`config.mk`:
```
export PLATFORM = sky130hd
export DESIGN_NAME = slink_tx_framer
export DESIGN_NICKNAME = d
export VERILOG_FILES = /design/src/rtl/slink_tx_framer_pkg.sv /design/src/rtl/slink_crc16.sv /design/src/rtl/slink_tx_framer.sv
export SDC_FILE = /design/constraint.sdc
export NUM_CORES = 1
export LEC_CHECK = 0
export BUFFER_PORTS_ARGS = -buffer_cell sky130_fd_sc_hd__buf_4
export CORE_UTILIZATION = 38
export DETAILED_ROUTE_END_ITERATION = 10
export GPL_TIMING_DRIVEN = 0
export PLACE_DENSITY = 0.67
export SYNTH_ARGS = -nofsm -noshare
export SYNTH_HDL_FRONTEND = slang
export SYNTH_SLANG_ARGS = --single-unit
```
`constraint.sdc`:
```
create_clock -name clk_125m -period 6.3 [get_ports clk_125m]
set_clock_uncertainty 0.05 [all_clocks]
set_input_delay 0.945 -clock clk_125m [delete_from_list [all_inputs] [get_ports clk_125m]]
set_output_delay 0.945 -clock clk_125m [all_outputs]
set_load 0.05 [all_outputs]
```
`src/rtl/slink_tx_framer_pkg.sv`:
```
// Shared SLINK framing definitions: FSM state encoding, framing constants and
// the byte-wide CRC-16/CCITT-FALSE step used by both the TX framer and RX checker.
package slink_tx_framer_pkg;

  typedef enum logic [2:0] {
    ST_IDLE  = 3'd0,
    ST_SYNC  = 3'd1,
    ST_TICK  = 3'd2,
    ST_LEN_H = 3'd3,
    ST_LEN_L = 3'd4,
    ST_PLD   = 3'd5,
    ST_CRC_H = 3'd6,
    ST_CRC_L = 3'd7
  } state_t;

  localparam logic [7:0]  SLINK_SYNC_BYTE = 8'h5A;
  localparam logic [15:0] CRC16_POLY      = 16'h1021;
  localparam logic [15:0] CRC16_INIT      = 16'hFFFF;

  // MSB-first, non-reflected: data bit 7 enters the register first
  function automatic logic [15:0] crc16_next(input logic [15:0] crc,
                                             input logic [7:0]  data);
    logic [15:0] c;
    c = crc;
    for (int i = 7; i >= 0; i--) begin
      if (c[15] ^ data[i]) c = {c[14:0], 1'b0} ^ CRC16_POLY;
      else                 c = {c[14:0], 1'b0};
    end
    return c;
  endfunction

endpackage

```
`src/rtl/slink_crc16.sv`:
```
// Byte-wide CRC-16/CCITT-FALSE accumulator: combinational next value plus the
// running register, with separate init and update enables (init wins).
module slink_crc16
  import slink_tx_framer_pkg::*;
(
  input  logic        clk_125m,
  input  logic        rst_125m,
  input  logic        crc_init,
  input  logic        crc_upd,
  input  logic [7:0]  crc_data,
  output logic [15:0] crc,
  output logic [15:0] crc_next
);

  assign crc_next = crc16_next(crc, crc_data);

  always_ff @(posedge clk_125m) begin
    if (!rst_125m)     crc <= CRC16_INIT;
    else if (crc_init) crc <= CRC16_INIT;
    else if (crc_upd)  crc <= crc_next;
  end

endmodule

```
`src/rtl/slink_tx_framer.sv`:
```
// SLINK transmit framer: wraps upstream payload as SYNC|TICK|LEN|payload|CRC and
// inserts zero-length keepalive frames when the link has been idle too long.
module slink_tx_framer
  import slink_tx_framer_pkg::*;
#(
  parameter logic [15:0] MAX_LEN          = 16'd1024,
  parameter logic [23:0] KEEPALIVE_CYCLES = 24'd125000,
  parameter logic [7:0]  SYNC_BYTE        = SLINK_SYNC_BYTE
) (
  input  logic        clk_125m,
  input  logic        rst_125m,
  input  logic        pkt_req,
  input  logic [15:0] pkt_len,
  output logic        pkt_ack,
  output logic        pkt_rej,
  input  logic [7:0]  pld_data,
  input  logic        pld_vld,
  output logic        pld_rdy,
  output logic [7:0]  tx_data,
  output logic        tx_vld,
  output logic        tx_sop,
  output logic        tx_eop,
  input  logic        tx_rdy,
  output logic [7:0]  tick_cnt,
  output logic        keepalive
);

  localparam logic [23:0] IDLE_LAST = KEEPALIVE_CYCLES - 24'd1;

  state_t      state;
  logic [15:0] len_cnt;
  logic [23:0] idle_cnt;
  logic [7:0]  tx_data_r;
  logic        tx_vld_r;
  logic        in_pld;
  logic        xfer;
  logic        crc_upd;
  logic [15:0] crc;
  logic [15:0] crc_next;

  // Payload bytes bypass the output register so PLD runs at one byte per cycle
  assign in_pld  = (state == ST_PLD);
  assign tx_data = in_pld ? pld_data : tx_data_r;
  assign tx_vld  = in_pld ? pld_vld  : tx_vld_r;
  assign pld_rdy = in_pld & tx_rdy;
  assign xfer    = tx_vld & tx_rdy;

  assign crc_upd = xfer && ((state == ST_TICK) || (state == ST_LEN_H) ||
                            (state == ST_LEN_L) || (state == ST_PLD));

  slink_crc16 u_crc (
    .clk_125m (clk_125m),
    .rst_125m (rst_125m),
    .crc_init (state == ST_IDLE),
    .crc_upd  (crc_upd),
    .crc_data (tx_data),
    .crc      (crc),
    .crc_next (crc_next)
  );

  // On each accepted byte the next byte is loaded in the same edge, so the
  // registered header/trailer bytes also stream without bubbles.
  always_ff @(posedge clk_125m) begin
    if (!rst_125m) begin
      state     <= ST_IDLE;
      len_cnt   <= '0;
      idle_cnt  <= '0;
      tx_data_r <= '0;
      tx_vld_r  <= 1'b0;
      tx_sop    <= 1'b0;
      tx_eop    <= 1'b0;
      pkt_ack   <= 1'b0;
      pkt_rej   <= 1'b0;
      tick_cnt  <= '0;
      keepalive <= 1'b0;
    end else begin
      pkt_ack <= 1'b0;
      pkt_rej <= 1'b0;
      case (state)
        ST_IDLE: begin
          if (idle_cnt != IDLE_LAST) idle_cnt <= idle_cnt + 24'd1;
          // pkt_ack gates the request so a held pkt_req is not acked twice
          if (pkt_req && !pkt_ack) begin
            pkt_ack <= 1'b1;
            if (pkt_len > MAX_LEN) begin
              pkt_rej <= 1'b1;
            end else begin
              len_cnt   <= pkt_len;
              keepalive <= 1'b0;
              idle_cnt  <= '0;
              state     <= ST_SYNC;
            end
          end else if (!pkt_req && (idle_cnt == IDLE_LAST)) begin
            len_cnt   <= '0;
            keepalive <= 1'b1;
            idle_cnt  <= '0;
            state     <= ST_SYNC;
          end
        end
        ST_SYNC: begin
          if (!tx_vld_r) begin
            tx_data_r <= SYNC_BYTE;
            tx_vld_r  <= 1'b1;
            tx_sop    <= 1'b1;
          end else if (tx_rdy) begin
            tx_data_r <= tick_cnt;
            tx_sop    <= 1'b0;
            state     <= ST_TICK;
          end
        end
        ST_TICK: begin
          if (xfer) begin
            tx_data_r <= len_cnt[15:8];
            state     <= ST_LEN_H;
          end
        end
        ST_LEN_H: begin
          if (xfer) begin
            tx_data_r <= len_cnt[7:0];
            state     <= ST_LEN_L;
          end
        end
        ST_LEN_L: begin
          if (xfer) begin
            if (len_cnt != 16'd0) begin
              tx_vld_r <= 1'b0;
              state    <= ST_PLD;
            end else begin
              tx_data_r <= crc_next[15:8];
              state     <= ST_CRC_H;
            end
          end
        end
        ST_PLD: begin
          if (xfer) begin
            len_cnt <= len_cnt - 16'd1;
            if (len_cnt == 16'd1) begin
              tx_data_r <= crc_next[15:8];
              tx_vld_r  <= 1'b1;
              state     <= ST_CRC_H;
            end
          end
        end
        ST_CRC_H: begin
          if (xfer) begin
            tx_data_r <= crc[7:0];
            tx_eop    <= 1'b1;
            state     <= ST_CRC_L;
          end
        end
        ST_CRC_L: begin
          if (xfer) begin
            tx_data_r <= '0;
            tx_vld_r  <= 1'b0;
            tx_eop    <= 1'b0;
            tick_cnt  <= tick_cnt + 8'd1;
            keepalive <= 1'b0;
            state     <= ST_IDLE;
          end
        end
        default: state <= ST_IDLE;
      endcase
    end
  end

endmodule

```
* Word-level counts from Yosys, hierarchy flattened
Index checks and enable logic that the tools add are counted.
** Word-level totals
- Bits in registers :: 81
- Input port bits :: 29
- Output and inout port bits :: 23
- Logic and storage cells :: 146
** Operators by class
- Add/subtract/negate cells :: 3
- $lt $le $gt $ge :: 1
- Equal/unequal tests :: 25
- Multiplexer cells :: 60
- Bitwise gates (word level) :: 19
- Reduce and logical (&&, ||, !) cells :: 26
** Operator list (number)
- $mux 13 :: 8
- $mux 24 :: 4
- $mux 8 :: 11
- $mux 16 :: 4
- $pmux 8 s7 :: 1
- $mux 3 :: 12
- $pmux 16 s2 :: 1
- $add 24x1->24 const B :: 1
- $eq 24x17->1 const B :: 1
- $ne 24x17->1 const B :: 1
- $not 3->3 :: 8
- $pmux 3 s8 :: 1
- $ne 2x2->1 const B :: 9
- $eq 16x1->1 const B :: 1
- $gt 16x11->1 const B :: 1
- $reduce_bool 16->1 :: 1
- $sub 16x1->16 const B :: 1
- $mux 1 :: 14
- $eq 3x3->1 const B :: 4
- $reduce_and 11->1 :: 1
- $reduce_and 10->1 :: 1
- $ne 3x3->1 const B :: 3
- $add 8x1->8 const B :: 1
- $reduce_and 4->1 :: 2
- 20 further kinds :: 42

* Depth between registers and ports, before layout
- Depth in word-level cells :: 21
- Mapped depth :: 10
- Gate-level depth less buffers :: 8

* Cells and area by module
Synthesis repeated with hierarchy kept, for this count alone.
** Second synthesis, totals
- Cells, all modules :: 620
- Area, all modules :: 4936.0 um^2
** By module, submodules not included
- slink_tx_framer :: instances 1, cells an instance 528, area an instance 3981.3 um^2, seq. area each 1301.2 um^2
- slink_crc16 :: instances 1, cells an instance 92, area an instance 954.7 um^2, seq. area each 320.3 um^2

* Worst setup path after synthesis
No wires, ideal clock.
- Kind :: input to register
- From :: input port pkt_len[3]
- To :: register len_cnt[13]
- Setup time :: 137 ps
- Arrival time :: 2733 ps
- Required time :: 6113 ps
- Path slack :: 3380 ps
- Stages :: 7
- Path buffers :: 1
- Cell sequence :: or4_1 -> o41ai_1 -> and4_1 -> o21ai_1 -> clkbuf_1 -> a2bb2oi_1 -> o32ai_1
** Between the ends
- Longest elaborated chain between the ends :: 3
** Ends and longest elaborated chain
- start: declaration :: RTL line slink_tx_framer.sv:13 : input logic [15:0] pkt_len,
- $gt 16x11->1 :: RTL line slink_tx_framer.sv:85 : if (pkt_len > MAX_LEN) begin
- $ne 3x3->1 (no line)
- $reduce_and 4->1 (no line)
- end signal: assignment :: RTL line slink_tx_framer.sv:88 : len_cnt <= pkt_len;
- end signal: assignment :: RTL line slink_tx_framer.sv:136 : len_cnt <= len_cnt - 16'd1;
- end: declaration :: RTL line slink_tx_framer.sv:31 : logic [15:0] len_cnt;
No other way between the ends.
A chain may end at the register's enable or synchronous reset.

* Worst setup path after layout
- From :: register state[1]
- To :: output port pld_rdy
** Between the ends
- Longest elaborated chain between the ends :: 2
** Ends and longest elaborated chain
- start: declaration :: RTL line slink_tx_framer.sv:30 : state_t state;
- start signal: assignment :: RTL line slink_tx_framer.sv:65 : state <= ST_IDLE;
- start signal: assignment :: RTL line slink_tx_framer.sv:91 : state <= ST_SYNC;
- start signal: assignment :: RTL line slink_tx_framer.sv:97 : state <= ST_SYNC;
- $eq 3x3->1 :: RTL line slink_tx_framer.sv:42 : assign in_pld = (state == ST_PLD);
- $and 1x1->1 :: RTL line slink_tx_framer.sv:45 : assign pld_rdy = in_pld & tx_rdy;
- end: declaration :: RTL line slink_tx_framer.sv:18 : output logic pld_rdy,
No other way between the ends.

==> out/metrics.cfg <==
[status]
status=completed

[sta]
finalSetupViolCount=0
period_share_pct=50.9
tightest_slew_ns=1.16
relSlewSlack_pct=21.8
whs_ns=0.437
hold_viol=0
rsz0062_at_grt=false
layout_setup_ws_ns=3.09
timing.fmax_ghz=0.312
final_max_slew_viol_count=0
setup_tns_ns=0
period_minus_slack_ns=3.21

[drt]
post_drt_wl_per_cell_um=16.8
drt_wl_total_um=14300
vias_per_cell=5.61
drcViolationCount=0
vias=4780
drt_iter0_drc=404
antenna_left=0
dr.pass1.iters=6

[power_and_ir_drop]
p_leak_nw=2.23
power_density_nw_per_um2=300
p_clk_share_pct=35.8
combPwrFrac_pct=31.4
p_sw_mw=0.588
sequentialPowerShare_pct=32.8
p_int_mw=1.14
peakVddDrop_mv=0.107
power.share.switching_pct=34.1

[floorplan]
core_um2=12200
die-area_um2=13100
fp-row-count=40
dieWidth_um=115
pin_count=52
die_height_um=115
start_util_pct=39.6

[clock_tree]
htreeDepth=3
clk_pin_slew_ns=0.06
cts_hold_repair.buffers=0
ctsResizeCount=0
cts_tree=yes
clock_path_buffers=2
insertion_delay_ns=0.35
cts.sinks=81
cts_buffers=9
postCtsSetupRepairBufs=0
root_buffer=clkbuf_16

[yosys]
seq_area_frac_synth_pct=33.7
syn-num-nets=651
synthesis.area_um2=4820
synth_top_area_cell=dfxtp_1
synth_enable_flop_cells=0
synth-async-reset-ratio_pct=0
synth_top_family_by_area=simple AND/OR/NAND/NOR gates
yosysWarnings=0
synth_simple_gate_area_share_pct=26.9
synthTopCellsByCount=dfxtp_1, nand2_1, nor2_1, a21oi_1, clkbuf_1
synthAdderAreaFrac_pct=1.30
synth_top_area_share_pct=33.7
synth-seq-cells=81
yosysMostFrequentCell=dfxtp_1
synth_compound_area_share_pct=19.2
synthFlopType=dfxtp_1
synthCells=617
synth.area.top_cells=dfxtp_1, nand2_1, nor2_1, xnor2_1, mux2i_1
synth-xor-area-share_pct=9.97
avgSynthCellArea_um2=7.81
synth.distinct_cells=60
synthMuxAreaShare_pct=4.21

[worst_setup_path]
reg2reg_depth=9
path_common_cell=buf_2
rrSetupSlack_ns=3.25
cp_slowest_stage_delay_ns=0.52
critical_path.max_fanout=10
path_cells=buf_2 > and3b_1 > buf_2 > clkbuf_1 > and2_1 > buf_4
worstSetupPathType=reg2out
critPathSlowestCell=clkbuf_1
start_kind=flop
cp-end-kind=output pin
r2r_end=len_cnt[2]
rr_startpoint=idle_cnt[0]
crit_required_ns=5.30
cp.arrival_ns=2.21

[grt]
overflow=0
grt_util_all_layers_pct=22.7
antenna_found_initial=0
grt_first_pass_wirelength_um=22800
grt_pass1_vias=4408
grt_max_degree=14

[place]
place.gp.congestion=0.953
place_hpwl_um=10400
io_buffers=51
placed_cells=836
post-place-ws_ns=2.75
placed_area_um2=5410

[cells_and_area]
syn2layout_area_growth_pct=19.5
drive_above_1_share_pct=12.3
design_area_um2=5760
final_cells=852
fin_nets=713
fill_cells=1210
diodes=0

[min_path]
min_to=u_crc.crc[11]
hold_class=reg2reg
min_path_cells=2
min-delay-start=u_crc.crc[11]

[flow_run]
maxCapViolations=0

==> placed cells by master, fill, tap and decap left out, drive strengths merged, types with 3 or more instances in the layout <==
| cell | netlist | layout |
|---|---|---|
| bufinv | 0 | 3 |
| nand3 | 22 | 22 |
| a31oi | 13 | 13 |
| nor2b | 3 | 3 |
| o211ai | 13 | 13 |
| or3 | 5 | 5 |
| and3b | 3 | 3 |
| nor3 | 27 | 27 |
| clkinv | 2 | 3 |
| dfxtp | 81 | 81 |
| xor2 | 19 | 19 |
| or4 | 9 | 9 |
| buf | 7 | 58 |
| nor2 | 67 | 67 |
| nand2 | 74 | 74 |
| inv | 16 | 16 |
| and4 | 3 | 3 |
| and2 | 10 | 10 |
| o221a | 3 | 3 |
| nor4 | 7 | 7 |
| o21a | 4 | 4 |
| o21ai | 29 | 29 |
| a311oi | 3 | 3 |
| a21oi | 34 | 34 |
| o22ai | 9 | 9 |
| mux2i | 18 | 18 |
| nor4b | 5 | 5 |
| o32ai | 6 | 6 |
| nand4 | 9 | 9 |
| ha | 5 | 5 |
| xnor2 | 28 | 28 |
| clkbuf | 33 | 44 |
| and3 | 12 | 12 |
| nand2b | 3 | 3 |
| a22oi | 5 | 5 |
==> worst max-delay path: cells and delay by family (launching register included) <==
| kind | cells | cell delay [ns] |
|---|---|---|
| simple gates | 2 | 0.43 |
| flops | 1 | 0.29 |
| buf+inv | 4 | 1.14 |
==> flip-flops by register name, indices dropped and copies added, names as in the netlist <==
register,cells
tx_eop,1
tick_cnt,8
u_crc.crc,16
len_cnt,16
pkt_rej,1
tx_sop,1
tx_data_r,8
state,3
tx_vld_r,1
pkt_ack,1
idle_cnt,24
keepalive,1
==> power by group through the flow <==
stage,registers (mW),clock network [mW],logic (mW)
floorplan,0.584,0,0.384
global placement,0.576,0,0.527
detailed placement,0.577,0,0.533
CTS,0.565,0.627,0.537
global route,0.569,0.648,0.585
finish,0.566,0.618,0.541
==> cell type report <==
class	instances	area (µm²)	share of cell area (%)
inverter	18	67.6	1.17
multi-input combinational	478	2970	51.5
tap	168	210	3.65
clock buffer	11	243	4.22
buffer	40	164	2.85
timing repair buffer	51	383	6.65
clock inverter	5	103	1.78
sequential	81	1620	28.2
==> layer usage <==
layer  GRT usage [%]  wire, µm  up-vias
li1                -         -     2348
met3            4.18      1010       19
met1            30.7      6410     2224
met2            35.5      6620      189
met5               0         0        -
met4            9.52       259        0
==> logic make-up (layout without fill, tap and decap cells) <==
family                   Yosys count  count (layout)
AND/OR/NAND/NOR                  263             263
buffers and inverters             58             125
multiplexers                      20              20
adder cells (fa/ha/maj)            5               5
AO/OA/AOI/OAI                    140             140
XOR/XNOR                          50              50
flip-flops                        81              81
==> worst max path at each step <==
stage	start	to	slack, ns	cells past startpoint
finish	state[1]	pld_rdy	3.09	6
global route	pkt_len[3]	len_cnt[6]	2.87	8
CTS	pkt_len[3]	len_cnt[6]	3.11	8
detailed placement	pkt_len[3]	len_cnt[6]	2.75	8
global placement	pkt_len[3]	len_cnt[6]	2.75	8
floorplan	pkt_len[3]	len_cnt[13]	3.38	7
==> metrics by stage <==
step / utilization (%) / power [mW]
after floorplan: - / 0.969
after global placement: 44.5 / 1.10
after detailed placement: 44.5 / 1.11
after CTS: 47.3 / 1.73
after global routing: 47.3 / 1.80
final: 47.3 / 1.72
(Power assumes the default switching activity.)
